[config.mk]
export PLATFORM = sky130hd
export DESIGN_NAME = ram_access_scheduler
export DESIGN_NICKNAME = d
export VERILOG_FILES = /design/src/rtl/ucontroller_pkg.sv /design/src/rtl/rr_pick.sv /design/src/rtl/ram_access_scheduler.sv
export SDC_FILE = /design/constraint.sdc
export NUM_CORES = 1
export LEC_CHECK = 0
export CORE_UTILIZATION = 35
export DETAILED_ROUTE_END_ITERATION = 10
export HOLD_SLACK_MARGIN = 0.12
export PLACE_DENSITY = 0.79
export SETUP_SLACK_MARGIN = 0.02
export SYNTH_ARGS = -nofsm -noshare
export SYNTH_HDL_FRONTEND = slang
export SYNTH_SLANG_ARGS = --single-unit
[constraint.sdc]
create_clock -name Clk -period 2.64 [get_ports Clk]
set_input_delay 0.264 -clock Clk [delete_from_list [all_inputs] [get_ports Clk]]
set_output_delay 0.264 -clock Clk [all_outputs]
set_load 0.02 [all_outputs]
[src/rtl/ucontroller_pkg.sv]
// Shared definitions for the micro-controller RAM sub-system.
// Holds the scheduler state encoding and the fixed requester indices.
package ucontroller_pkg;

    typedef enum logic [1:0] {
        IDLE       = 2'd0,
        OWNED      = 2'd1,
        TURNAROUND = 2'd2
    } sched_state_t;

    localparam int REQ_CPU = 0;
    localparam int REQ_DMA = 1;
    localparam int REQ_DBG = 2;

    // Round-robin pointer width; a single requester still needs one bit.
    function automatic int ptr_width(input int n);
        return (n > 1) ? $clog2(n) : 1;
    endfunction

endpackage

[src/rtl/rr_pick.sv]
// Combinational round-robin picker: first set request at or after i_ptr,
// wrapping modulo N_REQ. Returns a one-hot winner and a valid flag.
module rr_pick
    import ucontroller_pkg::*;
#(
    parameter int N_REQ = 3,
    parameter int PTR_W = 2
) (
    input  logic [N_REQ-1:0] i_req,
    input  logic [PTR_W-1:0] i_ptr,
    output logic [N_REQ-1:0] o_grant,
    output logic             o_valid
);

    localparam logic [PTR_W:0] L_N = (PTR_W+1)'(N_REQ);

    logic [N_REQ-1:0] w_rot;
    logic [PTR_W-1:0] w_off;
    logic [PTR_W:0]   w_sum;
    logic [PTR_W-1:0] w_win;

    // Rotate so the pointer position lands on bit 0, then take the lowest set bit.
    assign w_rot   = (i_req >> i_ptr) | (i_req << (L_N - {1'b0, i_ptr}));
    assign o_valid = |i_req;

    always_comb begin
        w_off = '0;
        for (int k = N_REQ - 1; k >= 0; k--) begin
            if (w_rot[k]) begin
                w_off = PTR_W'(k);
            end
        end
        w_sum   = {1'b0, i_ptr} + {1'b0, w_off};
        w_win   = (w_sum >= L_N) ? PTR_W'(w_sum - L_N) : PTR_W'(w_sum);
        o_grant = o_valid ? (N_REQ'(1) << w_win) : '0;
    end

endmodule

[src/rtl/ram_access_scheduler.sv]
// Round-robin owner of the single-port data RAM with one-cycle turnaround and
// hold-time pre-emption. RAM_SCHED_STATS_EN adds a contention counter.
module ram_access_scheduler
    import ucontroller_pkg::*;
#(
    parameter int N_REQ    = 3,
    parameter int ADDR_W   = 8,
    parameter int DATA_W   = 8,
    parameter int MAX_HOLD = 16
) (
    input  logic                    Clk,
    input  logic                    Rst,
    input  logic [N_REQ-1:0]        Req,
    output logic [N_REQ-1:0]        Grant,
    input  logic [N_REQ-1:0]        M_Cs,
    input  logic [N_REQ-1:0]        M_Wen,
    input  logic [N_REQ-1:0]        M_Oen,
    input  logic [N_REQ*ADDR_W-1:0] M_Address,
    input  logic [N_REQ*DATA_W-1:0] M_DataOut,
    output logic                    RAM_Cs,
    output logic                    RAM_Wen,
    output logic                    RAM_Oen,
    output logic [ADDR_W-1:0]       RAM_Address,
    output logic [DATA_W-1:0]       RAM_DataIn,
    output logic                    Preempt,
`ifdef RAM_SCHED_STATS_EN
    input  logic                    Stats_Clr,
    output logic [15:0]             Contention_Cnt,
`endif
    output logic                    Sched_Idle
);

    localparam int               PTR_W      = ptr_width(N_REQ);
    localparam logic [7:0]       L_MAX_HOLD = 8'(MAX_HOLD);
    localparam logic [PTR_W-1:0] L_LAST     = PTR_W'(N_REQ - 1);

    sched_state_t      r_state, w_state_nxt;
    logic [N_REQ-1:0]  r_grant, w_grant_nxt, w_pick;
    logic              w_pick_valid;
    logic [PTR_W-1:0]  r_ptr, w_ptr_nxt, w_win_idx;
    logic [7:0]        r_hold, w_hold_nxt;
    logic              r_preempt, w_preempt_nxt;
    logic              r_ram_cs, r_ram_wen, r_ram_oen;
    logic              w_ram_cs_nxt, w_ram_wen_nxt, w_ram_oen_nxt;
    logic [ADDR_W-1:0] r_ram_addr, w_ram_addr_nxt, w_sel_addr;
    logic [DATA_W-1:0] r_ram_data, w_ram_data_nxt, w_sel_data;
    logic              w_sel_cs, w_sel_wen, w_sel_oen;
    logic              w_own_req, w_other_req;

    rr_pick #(
        .N_REQ (N_REQ),
        .PTR_W (PTR_W)
    ) u_rr_pick (
        .i_req   (Req),
        .i_ptr   (r_ptr),
        .o_grant (w_pick),
        .o_valid (w_pick_valid)
    );

    always_comb begin
        w_win_idx  = '0;
        w_sel_addr = '0;
        w_sel_data = '0;
        for (int i = 0; i < N_REQ; i++) begin
            if (w_pick[i]) begin
                w_win_idx = PTR_W'(i);
            end
            if (r_grant[i]) begin
                w_sel_addr = M_Address[i*ADDR_W +: ADDR_W];
                w_sel_data = M_DataOut[i*DATA_W +: DATA_W];
            end
        end
    end

    assign w_sel_cs    = |(M_Cs & r_grant);
    assign w_sel_wen   = ~|(~M_Wen & r_grant);
    assign w_sel_oen   = ~|(~M_Oen & r_grant);
    assign w_own_req   = |(Req & r_grant);
    assign w_other_req = |(Req & ~r_grant);

    // Strobes are only forwarded when ownership continues into the next cycle,
    // so the RAM side is idle on every cycle where Grant is low.
    always_comb begin
        w_state_nxt    = r_state;
        w_grant_nxt    = r_grant;
        w_hold_nxt     = r_hold;
        w_ptr_nxt      = r_ptr;
        w_preempt_nxt  = 1'b0;
        w_ram_cs_nxt   = 1'b0;
        w_ram_wen_nxt  = 1'b1;
        w_ram_oen_nxt  = 1'b1;
        w_ram_addr_nxt = '0;
        w_ram_data_nxt = '0;
        case (r_state)
            IDLE: begin
                if (w_pick_valid) begin
                    w_state_nxt = OWNED;
                    w_grant_nxt = w_pick;
                    w_hold_nxt  = 8'd1;
                    w_ptr_nxt   = (w_win_idx == L_LAST) ? '0 : w_win_idx + PTR_W'(1);
                end
            end
            OWNED: begin
                if (!w_own_req) begin
                    w_state_nxt = TURNAROUND;
                    w_grant_nxt = '0;
                end else if (r_hold == L_MAX_HOLD && w_other_req) begin
                    w_state_nxt   = TURNAROUND;
                    w_grant_nxt   = '0;
                    w_preempt_nxt = 1'b1;
                end else begin
                    w_hold_nxt     = (r_hold == L_MAX_HOLD) ? r_hold : r_hold + 8'd1;
                    w_ram_cs_nxt   = w_sel_cs;
                    w_ram_wen_nxt  = w_sel_wen;
                    w_ram_oen_nxt  = w_sel_oen;
                    w_ram_addr_nxt = w_sel_addr;
                    w_ram_data_nxt = w_sel_data;
                end
            end
            TURNAROUND: begin
                w_state_nxt = IDLE;
                w_grant_nxt = '0;
                w_hold_nxt  = 8'd0;
            end
            default: begin
                w_state_nxt = IDLE;
                w_grant_nxt = '0;
                w_hold_nxt  = 8'd0;
            end
        endcase
    end

    always_ff @(posedge Clk or posedge Rst) begin
        if (Rst) begin
            r_state    <= IDLE;
            r_grant    <= '0;
            r_hold     <= 8'd0;
            r_ptr      <= '0;
            r_preempt  <= 1'b0;
            r_ram_cs   <= 1'b0;
            r_ram_wen  <= 1'b1;
            r_ram_oen  <= 1'b1;
            r_ram_addr <= '0;
            r_ram_data <= '0;
        end else begin
            r_state    <= w_state_nxt;
            r_grant    <= w_grant_nxt;
            r_hold     <= w_hold_nxt;
            r_ptr      <= w_ptr_nxt;
            r_preempt  <= w_preempt_nxt;
            r_ram_cs   <= w_ram_cs_nxt;
            r_ram_wen  <= w_ram_wen_nxt;
            r_ram_oen  <= w_ram_oen_nxt;
            r_ram_addr <= w_ram_addr_nxt;
            r_ram_data <= w_ram_data_nxt;
        end
    end

    assign Grant       = r_grant;
    assign Preempt     = r_preempt;
    assign RAM_Cs      = r_ram_cs;
    assign RAM_Wen     = r_ram_wen;
    assign RAM_Oen     = r_ram_oen;
    assign RAM_Address = r_ram_addr;
    assign RAM_DataIn  = r_ram_data;
    assign Sched_Idle  = (r_state == IDLE) && (Req == '0);

`ifdef RAM_SCHED_STATS_EN
    logic [15:0] r_cont_cnt;

    always_ff @(posedge Clk or posedge Rst) begin
        if (Rst) begin
            r_cont_cnt <= 16'd0;
        end else if (Stats_Clr) begin
            r_cont_cnt <= 16'd0;
        end else if (r_state != IDLE && w_other_req && r_cont_cnt != 16'hFFFF) begin
            r_cont_cnt <= r_cont_cnt + 16'd1;
        end
    end

    assign Contention_Cnt = r_cont_cnt;
`endif

endmodule
==> reports/results.ini, run 1 <==
[outcome]
outcome = finished clean

[worst_setup_path]
crit_path_max_fanout = 6
critical_path.startpoint_type = flop
path_delay_family = adder cells
cpPeakStageDelay_ns = 0.51
cpMaxStageDelayCell = fa_1
arrival_ns = 2.81
path_buf_inv = 2
cp-end-kind = flop
path_cells = nand2b_4, o21ai_1, o21a_1, ha_1, inv_1, fa_1, inv_2, ha_4, and3b_2, mux2_4, o22ai_2
worst-setup-path-type = reg2reg
critical_path_required_ns = 2.84

[power]
p_leak_nw = 1.37
p_clk_frac = 0.149
p_seq_frac = 0.281
pwr-share-comb = 0.570
ir_drop_mv = 0.537
power.density_mw_per_mm2 = 804
p_sw_uw = 940
internal_power_mw = 1.55
swShare = 0.378

[die]
pin_count = 86
initial_utilization = 0.371
die_height_um = 76.5
die_x_um = 76.5
design.die.area_sq_mm = 0.00586
core_area_sq_mm = 0.00524
fp-row-count = 26

[sta]
maxSlewHeadroom = 0.175
layout_min_cycle_time_ns = 2.60
tightestPinTransition_ns = 1.23
finalCritPeriodShare = 0.987
finClkSkew_ns = 0.00790
hold_viol = 0
rsz0062_at_grt = true
setup_viol_count_final = 0
fmax_mhz = 384
drv_slew = 0
whs_ns = 0.391
fin_setup_tns_ns = 0
setup_slack_ns = 0.0353

[grt]
gr-total-overflow = 0
met2_usage = 0.319
grt_pass1_vias = 1812
antenna_found_initial = 0
grt.busiest_layer = met2
grt_max_degree = 36
met1_usage = 0.223
grt_util_all_layers = 0.185
grt_pass1_wl_mm = 8.57
grt.met3_usage = 0.0623

[clocking]
cts_buffer_depth = 2
cts_tree = done
clk_pin_slew_worst_paths_ns = 0.07
h-tree-depth = 2
insertion_delay_ns = 0.28
ctsRootBufferMaster = clkbuf_8
cts-buffers-inserted = 5
cts_sinks = 35

[synth]
yosysWarnings = 0
synth_top_cell_by_area = dfrtp_1
ys_seq_area_frac = 0.452
syn-mean-instance-area_sq_um = 11.2
ys.flop_type = dfrtp_1
synth_top_area_frac = 0.425
synth_area_sq_mm = 0.00194
synth_area_leaders = dfrtp_1, a221o_1, o211a_1
netlist_instances = 174
synth_common_cells = dfrtp_1, a221o_1, o211a_1
synth_edf_count = 0
synth_cell_type_count = 47
yosysMostFrequentCell = dfrtp_1
syn-num-nets = 241
ys_async_sr_fraction = 1.00
synth-seq-cells = 35

[routing]
wirelength_mm = 5.32
routed-via-count = 1848
drc_errors = 0
first_iter_violations = 95
ant_nets = 0
vias_per_cell = 5.40
avgRoutedWirePerCell_um = 15.6
firstDrtPassIters = 4

[finish]
nets = 338
diodes = 0
final_cell_area_sq_mm = 0.00309
utilization = 0.591
area_delta_synth_final_pct = 59.1
drive_above_1_share = 0.165

[placement]
port-buffer-count = 85
place_area_sq_mm = 0.00292
hpwl_mm = 3.79
gp_congestion = 0.798
place_ws_ns = -0.349

[min_path]
hold_class = in2async

[flow_run]
maxCapViolations = 0

==> area by class of cell <==
cell class / count / area, sq um
clock buffer: 6 / 72.6
clock inverter: 2 / 12.5
fill: 446 / 2140
inverter: 10 / 37.5
multi-input combinational: 120 / 1040
sequential: 35 / 880
tap: 70 / 87.6
timing repair buffer: 99 / 960
==> cell families after synthesis <==
| kind of cell | count (synthesis) | synth area share |
|---|---|---|
| compound gates | 59 | 0.263 |
| simple gates | 47 | 0.158 |
| flops | 35 | 0.452 |
| buf+inv | 19 | 0.0483 |
| xor+xnor | 6 | 0.0270 |
| fa+ha+maj | 5 | 0.0360 |
| mux | 3 | 0.0167 |
==> path summary, 6_finish.rpt <==
| check | to | slack, ns | start | cells after the start |
|---|---|---|---|---|
| min | RAM_DataIn[0] | 0.39 | Rst | 3 |
| max in group asynchronous | RAM_Wen | 1.91 | Rst | 3 |
| max | Grant[0] | 0.04 | r_ptr[0] | 11 |
| max reg2reg | Grant[0] | 0.04 | r_ptr[0] | 11 |
| min in group Clk | RAM_Oen | 0.56 | M_Oen[2] | 3 |
| min reg2reg | r_hold[7] | 0.56 | r_hold[7] | 2 |
==> per-stage QoR <==
stage | std cells | power (mW)
floorplan | 174 | 1.46
global placement | 333 | 1.87
detailed placement | 333 | 1.91
CTS | 341 | 2.34
global route | 342 | 2.66
finish | 342 | 2.49
==> state kept, by name, indices dropped and copies added (netlist names) <==
name	count
RAM_Address	8
RAM_DataIn	8
r_hold	8
Grant	3
r_ptr	2
r_state	2
Preempt	1
RAM_Cs	1
RAM_Oen	1
RAM_Wen	1
==> what timing repair did <==
action | CTS | global route
hold buffers | 0 | 0
pin swaps | 1 | 1
resized for setup | 4 | 17
buffers inserted | 0 | 1
endpoints found under the setup margin | 4 | 6
==> cell usage in the layout, fill, tap and decap left out, types with 3 or more instances in the layout <==
cell type        Yosys  final
a21oi_1              4      4
a221o_1             16     16
buf_4                1     13
clkbuf_8             0      5
clkdlybuf4s50_1      0     82
dfrtp_1             33     32
ha_1                 4      3
inv_1                9      8
nand2_1              5      5
nor2_1              11     11
nor2b_1              4      3
nor3_1               4      4
nor3b_1              3      3
nor4b_2              3      5
o211a_1             16     16
o21ai_0              7      4
o21ai_1              0      3
xnor2_1              6      6
==> worst reg2reg max path: cells and delay by family, from the launching register on <==
kind	cells	cell delay [ns]
adders and majority gates	3	0.82
DFF	1	0.45
AOI/OAI and AO/OA	3	0.44
and+or+nand+nor	2	0.41
muxes	1	0.31
buffers and inverters	2	0.11
==> power groups by stage <==
| stage | combinational [mW] | clock [mW] | sequential (mW) |
|---|---|---|---|
| finish | 1.42 | 0.370 | 0.699 |
| detailed placement | 1.21 | 0 | 0.701 |
| floorplan | 0.741 | 0 | 0.722 |
| global route | 1.54 | 0.406 | 0.710 |
| global placement | 1.18 | 0 | 0.697 |
| CTS | 1.26 | 0.380 | 0.692 |
==> metal layers <==
metal	part of all wire	wire length, um
met2	0.53	2820
met4	0.0039	21
met1	0.40	2140
met5	0	0
met3	0.063	335
Power figures use the tool's default switching activity.
==> run 2: changes to the inputs <==
- clock period: 2.64 -> 2.21 ns (I/O delays scaled with it)
==> reports/results.ini, run 2 (same netlist as run 1, synthesis figures left out) <==
[grt]
antenna_found_initial = 0
grt_pass1_vias = 1883
grt_max_degree = 23
gr-total-overflow = 0
grt_util_all_layers = 0.190
grt_pass1_wl_mm = 8.78

[clocking]
h-tree-depth = 2
ctsRootBufferMaster = clkbuf_8
cts_tree = done
cts_sinks = 35
cts-buffers-inserted = 5
clk_pin_slew_worst_paths_ns = 0.07
cts_buffer_depth = 2
insertion_delay_ns = 0.27

[outcome]
outcome = complete, but fails checks
failed_checks = setup timing

[power]
power_mw = 3.03
p_leak_nw = 1.41
power.density_mw_per_mm2 = 963
ir_drop_mv = 1.02

[min_path]
hold_class = in2async

[worst_setup_path]
r2r_setup_slack_ns = -0.40
crit_path_max_fanout = 6
r2r_start = r_ptr[0]
arrival_ns = 2.81
critical_path.startpoint_type = flop
worst-setup-path-type = reg2reg
cp-end-kind = flop
r2r-end = Grant[0]
reg2reg_depth = 11
critical_path_required_ns = 2.41

[routing]
dr_wl_met2_mm = 2.62
firstDrtPassIters = 4
dr.max_layer_used = met4
met1Wirelength_mm = 2.17
first_iter_violations = 76
avgRoutedWirePerCell_um = 15.0
wirelength_mm = 5.20
vias_per_cell = 5.31
met3WireLength_um = 368
routed-via-count = 1841
drc_errors = 0
ant_nets = 0

[placement]
hpwl_mm = 3.94
gp_congestion = 0.836
port-buffer-count = 85

[flow_run]
maxCapViolations = 0

[sta]
maxSlewHeadroom = 0.526
hold_viol = 0
rsz0062_at_grt = true
fmax_mhz = 383
drv_slew = 0
setup_viol_count_final = 5
layout_min_cycle_time_ns = 2.61
finalCritPeriodShare = 1.18
finClkSkew_ns = 0.00105
tightestPinTransition_ns = 0.710
setup_slack_ns = -0.403

[die]
design.die.area_sq_mm = 0.00586
die_height_um = 76.5
core_area_sq_mm = 0.00524
initial_utilization = 0.371
fp-row-count = 26
pin_count = 86
die_x_um = 76.5

[finish]
utilization = 0.600
drive_above_1_share = 0.188
layout_common_cells = clkdlybuf4s50_1, dfrtp_1, a221o_1, o211a_1, buf_4
area_delta_synth_final_pct = 61.6
diodes = 0
nets = 343
layout_commonest_cell = clkdlybuf4s50_1

-- run 2: worst max-delay path by stage --
stage	depth (start not counted)	slack (ns)	end	start
after global routing	13	-0.48	r_ptr[0]	r_ptr[0]
after floorplan	11	-0.30	Grant[0]	r_ptr[0]
after detailed placement	12	-0.67	Grant[0]	Req[0]
after CTS	12	-0.37	Grant[0]	r_ptr[0]
after global placement	12	-0.59	Grant[0]	Req[1]
final	11	-0.40	Grant[0]	r_ptr[0]
-- run 2: final cells by class --
type | count | area [sq um]
clock buffers | 7 | 76.3
repair buffers | 104 | 1020
multi-input cells | 120 | 1040
fillers | 460 | 2090
well taps | 70 | 87.6
flip-flops and latches | 35 | 880
clock inverters | 1 | 5.00
inverters | 10 | 37.5
-- run 2: layer usage --
layer  track usage  up-vias
met5             0        -
met4        0.0423        0
met3        0.0587        7
met2         0.324       71
met1         0.233      892
li1              -      871
-- run 2: repair_timing --
action	4_1_cts	5_1_grt
pin swaps	3	6
buffers inserted	1	0
resized for setup	10	11
setup endpoints to repair	6	15
hold buffers	0	0
cloned	0	0
-- run 2: stage by stage --
stage          hold slack, ns  cells  TNS, ns  setup slack (ns)  instance area (sq um)
2_1_floorplan           0.366    174    -1.07            -0.302                   1970
3_3_place_gp            0.533    338    -2.88            -0.593                   3000
3_5_place_dp            0.544    338    -3.29            -0.669                   3000
4_1_cts                 0.319    347    -1.73            -0.374                   3110
5_1_grt                 0.349    347    -2.25            -0.478                   3140
6_report                0.308    347    -1.79            -0.403                   3140
-- run 2: power by group --
| part | switching (mW) | internal [mW] | total, mW |
|---|---|---|---|
| Sequential | 0.113 | 0.735 | 0.849 |
| Clock | 0.210 | 0.221 | 0.431 |
| Combinational | 0.789 | 0.959 | 1.75 |
-- run 2: worst max-delay path, cell delays in order, from the launching register on --
cell      delay (ns)
dfrtp_2         0.46
nand2b_4        0.16
o221ai_2        0.13
o21a_1          0.15
ha_2            0.16
inv_2           0.03
fa_1            0.54
inv_2           0.05
ha_4            0.15
and3b_2         0.26
mux2_4          0.30
o22ai_1         0.14
==> run 3: changes to the inputs <==
- PLACE_DENSITY: 0.79 -> 0.76
- clock period: 2.21 -> 3.2 ns (I/O delays scaled with it)
==> reports/results.ini, run 3 (same netlist as run 1, synthesis figures left out) <==
[grt]
grt_pass1_wl_mm = 8.27
grt_pass1_vias = 1782
gr-total-overflow = 0
grt_max_degree = 36
antenna_found_initial = 0
grt_util_all_layers = 0.179

[clocking]
cts_sinks = 35
insertion_delay_ns = 0.29
clk_pin_slew_worst_paths_ns = 0.07
post_cts_resized = 0
cts_hold_buf = 0
ctsRootBufferMaster = clkbuf_8
h-tree-depth = 2
cts_buffer_depth = 2
cts_tree = done
cts-buffers-inserted = 5
cts_setup_buffers = 0

[finish]
fill_cells = 458
layout_commonest_cell = clkdlybuf4s50_1
final_cell_area_sq_mm = 0.00296
nets = 327
area_delta_synth_final_pct = 52.3
layout_common_cells = clkdlybuf4s50_1, dfrtp_1, a221o_1, o211a_1, nor2_1
diodes = 0
drive_above_1_share = 0.0881

[die]
die_height_um = 76.5
design.die.area_sq_mm = 0.00586
pin_count = 86
initial_utilization = 0.371
die_x_um = 76.5
core_area_sq_mm = 0.00524
fp-row-count = 26

[sta]
fin_setup_tns_ns = 0
rsz0062_at_grt = false
finalCritPeriodShare = 0.895
maxSlewHeadroom = 0.236
tightestPinTransition_ns = 1.14
setup_viol_count_final = 0
drv_slew = 0
finClkSkew_ns = 0.0112
layout_min_cycle_time_ns = 2.86
hold_viol = 0
fmax_mhz = 349

[worst_setup_path]
r2r_setup_slack_ns = 0.42
crit_path_max_fanout = 8
arrival_ns = 3.05
critical_path_required_ns = 3.38
worst-setup-path-type = in2reg
critical_path.startpoint_type = input port
cp-end-kind = flop

[routing]
drc_errors = 0
avgRoutedWirePerCell_um = 15.0
first_iter_violations = 104
vias_per_cell = 5.31
wirelength_mm = 4.97
firstDrtPassIters = 4
routed-via-count = 1758
ant_nets = 0

[placement]
place_area_sq_mm = 0.00285
port-buffer-count = 85
gp_congestion = 0.835
hpwl_mm = 3.64

[flow_run]
maxCapViolations = 0

[power]
ir_drop_mv = 0.473
p_leak_nw = 1.30
power.density_mw_per_mm2 = 635

[outcome]
outcome = finished clean

[min_path]
hold_class = in2async

==> run 3: changes by cell type in the layout (fill, tap and decap cells not counted), moves of 3 or more <==
cell	delta
buf_4	-13
clkdlybuf4s50_1	+4
nand2b_1	+3
nand2b_4	-3
o21ai_0	+5
o21ai_1	-5
==> run 3: area by class of cell <==
type                    count  area [sq um]  area share
clock buffers               5          68.8      0.0232
clock inverters             3          43.8      0.0148
inverters                  10          37.5      0.0127
multi-input cells         120           972       0.328
flip-flops and latches     35           878       0.297
well taps                  70          87.6      0.0296
repair buffers             88           873       0.295
==> run 3: final timing paths <==
kind,start,endpoint,cells past startpoint
hold reg to reg,r_hold[7],r_hold[7],2
hold / removal,Rst,RAM_DataIn[0],3
min in group Clk,r_hold[7],r_hold[7],2
setup / recovery,Req[0],r_ptr[0],13
setup reg to reg,r_ptr[0],r_ptr[0],12
max in group asynchronous,Rst,RAM_Oen,3
==> run 3: per-stage QoR <==
step / hold slack [ns] / utilization / worst slack [ns] / cells / power [mW]
final: 0.436 / 0.565 / 0.336 / 331 / 1.88
after global routing: 0.487 / 0.565 / 0.164 / 331 / 2.01
after CTS: 0.446 / 0.565 / 0.359 / 331 / 1.90
after detailed placement: 0.549 / 0.544 / 0.0814 / 323 / 1.48
after global placement: 0.535 / 0.544 / 0.162 / 323 / 1.45
after floorplan: 0.465 / - / 0.664 / 174 / 1.21
==> run 3: power breakdown <==
part / internal (mW) / switching (mW) / leakage [nW] / total (mW)
Clock: 0.232 / 0.165 / 0.0581 / 0.397
Sequential: 0.506 / 0.0910 / 0.470 / 0.597
Combinational: 0.438 / 0.449 / 0.768 / 0.887
Total: 1.18 / 0.705 / 1.30 / 1.88
==> run 3: critical path, stage by stage <==
cell             delay (ns)
clkdlybuf4s50_1        0.60
nand2b_1               0.09
o221ai_1               0.17
o21a_1                 0.15
ha_1                   0.13
inv_1                  0.05
fa_1                   0.53
inv_1                  0.06
ha_1                   0.19
nor2b_1                0.24
mux2i_1                0.24
o221ai_1               0.14
o21a_1                 0.14
==> run 3: metal layers <==
layer | up-vias | GRT usage | wire length [um] | part of all wire
met3 | 6 | 0.0515 | 352 | 0.071
met2 | 64 | 0.318 | 2530 | 0.51
met5 | - | 0 | 0 | 0
li1 | 844 | - | - | -
met1 | 844 | 0.210 | 2040 | 0.41
met4 | 0 | 0.0462 | 54 | 0.011
